<file path="config.mk">
export PLATFORM = sky130hd
export DESIGN_NAME = dcache_fill_ctrl
export DESIGN_NICKNAME = d
export VERILOG_FILES = /design/src/rtl/dcache_fill_ctrl.sv
export SDC_FILE = /design/constraint.sdc
export NUM_CORES = 1
export LEC_CHECK = 0
export ABC_AREA = 1
export BUFFER_PORTS_ARGS = -buffer_cell sky130_fd_sc_hd__buf_2
export CORE_MARGIN = 2
export CORE_UTILIZATION = 39
export CTS_CLUSTER_DIAMETER = 120
export DETAILED_ROUTE_END_ITERATION = 8
export PLACE_DENSITY = 0.81
export SKIP_LAST_GASP = 1
export SLEW_MARGIN = 10
export SYNTH_ARGS = -nofsm -noshare
export SYNTH_HDL_FRONTEND = slang
export SYNTH_SLANG_ARGS = --single-unit
</file>
<file path="constraint.sdc">
create_clock -name clk -period 1.7 [get_ports clk]
set_input_delay 0.17 -clock clk [delete_from_list [all_inputs] [get_ports clk]]
set_output_delay 0.17 -clock clk [all_outputs]
set_load 0.005 [all_outputs]
</file>
<file path="src/rtl/dcache_fill_ctrl.sv">
// D-cache miss/refill controller: stalls on a MEM-stage miss, streams an 8-word block from
// 4-cycle pipelined main memory into the data array, then writes tag+valid. Counters: DCACHE_PERF_CNT_EN.
module dcache_fill_ctrl (
  input  logic        clk,
  input  logic        rst,
  input  logic        mem_req,
  input  logic [15:0] mem_addr,
  input  logic        hit,
  output logic        stall,
  output logic [15:0] blk_addr,
  output logic        mm_en,
  output logic [15:0] mm_addr,
  input  logic        mm_valid,
  input  logic [15:0] mm_data,
  output logic        fill_we,
  output logic [2:0]  fill_word,
  output logic [15:0] fill_data,
  output logic        tag_we,
  output logic [15:0] miss_count,
  output logic [15:0] stall_count
);
  // Handshake: mm_en is a request memory always accepts the same cycle; mm_valid is a
  // one-cycle data strobe arriving in request order, with no backpressure in either direction.
  typedef enum logic [1:0] {IDLE = 2'd0, FILL = 2'd1, SETTLE = 2'd2} state_t;

  state_t      state, state_nxt;
  logic [3:0]  issue_cnt;
  logic [2:0]  ret_cnt;
  logic        miss;

  // rst gates the only combinational path to stall so every output is 0 during reset.
  assign miss = (state == IDLE) & mem_req & ~hit & rst;

  always_ff @(posedge clk or negedge rst) begin
    if (!rst) begin
      state     <= IDLE;
      blk_addr  <= 16'h0000;
      issue_cnt <= 4'd0;
      ret_cnt   <= 3'd0;
    end else begin
      state <= state_nxt;
      if (miss) begin
        blk_addr  <= mem_addr & 16'hFFF0;
        issue_cnt <= 4'd0;
        ret_cnt   <= 3'd0;
      end else if (state == FILL) begin
        if (!issue_cnt[3]) issue_cnt <= issue_cnt + 4'd1;
        if (mm_valid)      ret_cnt   <= ret_cnt + 3'd1;
      end
    end
  end

  always_comb begin
    state_nxt = state;
    stall     = 1'b0;
    mm_en     = 1'b0;
    mm_addr   = 16'h0000;
    fill_we   = 1'b0;
    fill_word = 3'd0;
    fill_data = 16'h0000;
    tag_we    = 1'b0;
    case (state)
      IDLE: begin
        stall = miss;
        if (miss) state_nxt = FILL;
      end
      FILL: begin
        stall = 1'b1;
        mm_en = ~issue_cnt[3];
        if (mm_en) mm_addr = blk_addr | {12'h000, issue_cnt[2:0], 1'b0};
        if (mm_valid) begin
          fill_we   = 1'b1;
          fill_word = ret_cnt;
          fill_data = mm_data;
          // The last word and tag+valid land together; the line is never valid with stale words.
          if (ret_cnt == 3'd7) begin
            tag_we    = 1'b1;
            state_nxt = SETTLE;
          end
        end
      end
      SETTLE: begin
        stall     = 1'b1;
        state_nxt = IDLE;
      end
      default: state_nxt = IDLE;
    endcase
  end

`ifdef DCACHE_PERF_CNT_EN
  logic [15:0] miss_q, stall_q;

  always_ff @(posedge clk or negedge rst) begin
    if (!rst) begin
      miss_q  <= 16'h0000;
      stall_q <= 16'h0000;
    end else begin
      if (miss && miss_q != 16'hFFFF)   miss_q  <= miss_q + 16'd1;
      if (stall && stall_q != 16'hFFFF) stall_q <= stall_q + 16'd1;
    end
  end

  assign miss_count  = miss_q;
  assign stall_count = stall_q;
`else
  assign miss_count  = 16'h0000;
  assign stall_count = 16'h0000;
`endif

endmodule
</file>
==> results.txt <==
Required @ worst endpoint: 1.53 ns
Routed WL: 3.22 mm
per-cell routed wire length: 9.40 um
Simple-Gate Fraction of Synth Area: 21.5%
CP Data Arrival Time: 1.46 ns
IO buf count: 82
num rows: 22
DR iter-0 viols: 27
Worst VDD drop: 0.000622 V
largest net degree at the start of global routing: 32
cts bufs inserted: 3
residual DRC count: 0
Startpoint Class: flop
FF+latch count, synth: 21
Post-Synthesis Cells: 210
Die W: 66.1 um
complex-gate fraction of the synthesized area: 6.07%
initial antenna violation count: 0
RSZ-0062 raised after global routing: true
maximum clock frequency: 612 MHz
initial core utilization: 40.8%
die area: 4370 um^2
grt total ovfl: 0
Pwr Density: 1190 nW/um^2
clk slew on worst S/H paths: 0.08 ns
share of cells above drive strength 1: 34.6%
post-layout util: 52.5%
commonest non-fill, non-tap cell in the layout: buf_2
number of diodes: 0
max cap viols: 0
CTS root buf: clkbuf_8
skew final: 0.00682 ns
hpwl dp: 2.59 mm
TritonCTS clock tree: done
most frequent cells in the layout: buf_2, inv_1, nor2_1
final setup violation count: 0
post-route minimum period: 1.63 ns
core area: 3690 um^2
main combinational cell family by area after synthesis: buffers and inverters
XOR/XNOR Fraction of Synth Area: 0%
setup_tns: 0 ns
Yosys Warn Count: 0
antenna viol nets, final: 0
worst min path class: primary input to flop
CTS Sinks: 21
Top Ports: 124
mapped cell area: 1500 um^2
Seq/Total Area, Yosys: 34.9%
Crit Path Max Fanout: 4
vias in the first global route: 1120
Final GP Congestion: 0.706
status: completed
CP Capture Type: primary output
H-tree Lvls: 1
kind of critical path: flop to primary output
Netlist cell types: 19
Final Max Slew Viols: 0
WHS: 0.116 ns
Area after DPL: 1830 um^2
Post-Synth Adder-Cell Area: 4.99%
Final Hold Vio Count: 0
Layout Area Growth over Synthesis: 28.9%
Avg Cell Area, Syn: 7.16 um^2
Die Ht: 66.1 um
first-pass GRT wire length: 4.77 mm
Final Cell Area: 1940 um^2
vias per cell: 3.98
multiplexer share of the synthesized area: 0%
Worst-Skew Late Latency: 0.25 ns
Pleak: 1.24 nW
Longest Clk Path Bufs: 2
fin nets: 339
DRT Pass-1 Iters: 4
fin crit share: 96.1%
Vias: 1364
Total GRT Usage: 14.1%
-- layer usage --
| metal | part of all wire [%] | GRT usage (%) |
|---|---|---|
| met1 | 39 | 16.2 |
| met2 | 55 | 26.3 |
| met3 | 5.0 | 2.39 |
| met4 | 1.4 | 4.59 |
| met5 | 0 | 0 |
-- per-stage QoR --
step | power (mW) | instances | setup WS [ns]
6_report | 2.30 | 343 | 0.0660
5_1_grt | 2.55 | 343 | -0.0479
4_1_cts | 2.27 | 342 | 0.0202
3_5_place_dp | 1.92 | 337 | 0.150
3_3_place_gp | 1.88 | 337 | 0.181
2_1_floorplan | 1.51 | 246 | 0.357
-- critical path, cell delays in order (launching register included) --
cell and delay (ns):
dfrtp_2 0.45, inv_2 0.09, ha_4 0.13, inv_2 0.04, nor3_4 0.18, nor2_1 0.07, nor2_1 0.11, buf_2 0.12
-- cells by family after synthesis --
| logic type | after synthesis |
|---|---|
| flops | 21 |
| fa+ha+maj | 6 |
| buf+inv | 86 |
| other cells | 1 |
| simple gates | 79 |
| compound gates | 17 |
-- state kept, by name, summed over array words and instances, names as in the netlist --
register	flops
blk_addr	12
issue_cnt	4
ret_cnt	3
state	2
-- cell usage after synthesis --
cell type,instances,area share [%]
inv_1,43,11
dfrtp_1,21,35
nand3_1,1,0.33
conb_1,1,0.25
o21ai_0,12,4.0
o21bai_1,1,0.50
nor3_4,1,1.1
nor3_1,3,1.0
o21ai_1,1,0.33
nand4_1,1,0.42
buf_6,2,1.5
ha_1,6,5.0
nor2_1,39,9.7
o21ai_2,1,0.58
nor2_4,1,0.75
nand2_1,33,8.2
a21oi_1,2,0.67
buf_4,38,19
buf_2,3,1.0
-- report_power, final --
part           switching, mW  internal (mW)
combinational          0.628          0.505
clock                  0.151          0.163
sequential             0.143          0.708
total                  0.922           1.38
-- timing repair --
item                                   in CTS  in global routing
endpoints found under the hold margin      21                  0
buffers inserted                            0                  1
resized for setup                           4                  9
hold buffers                                1                  0
setup endpoints to repair                  25                 25
pin swaps                                   0                  3
-- final cells by class --
type,instances,area (um^2)
clock buffers,3,41.3
clock inverters,1,5.00
fillers,409,1750
inverters,43,161
multi-input cells,139,669
flip-flops and latches,21,527
well taps,48,60.1
repair buffers,88,474
-- worst paths after layout --
kind / end / slack (ns) / start / depth (start not counted)
max: stall / 0.07 / state[0] / 7
min: blk_addr[8] / 0.12 / mem_addr[8] / 3
max reg2reg: ret_cnt[1] / 0.22 / state[0] / 9
min reg2reg: state[1] / 0.53 / state[1] / 2
max in group asynchronous: state[0] / 1.03 / rst / 3
min in group asynchronous: blk_addr[11] / 0.44 / rst / 3
Power figures use the tool's default switching activity.
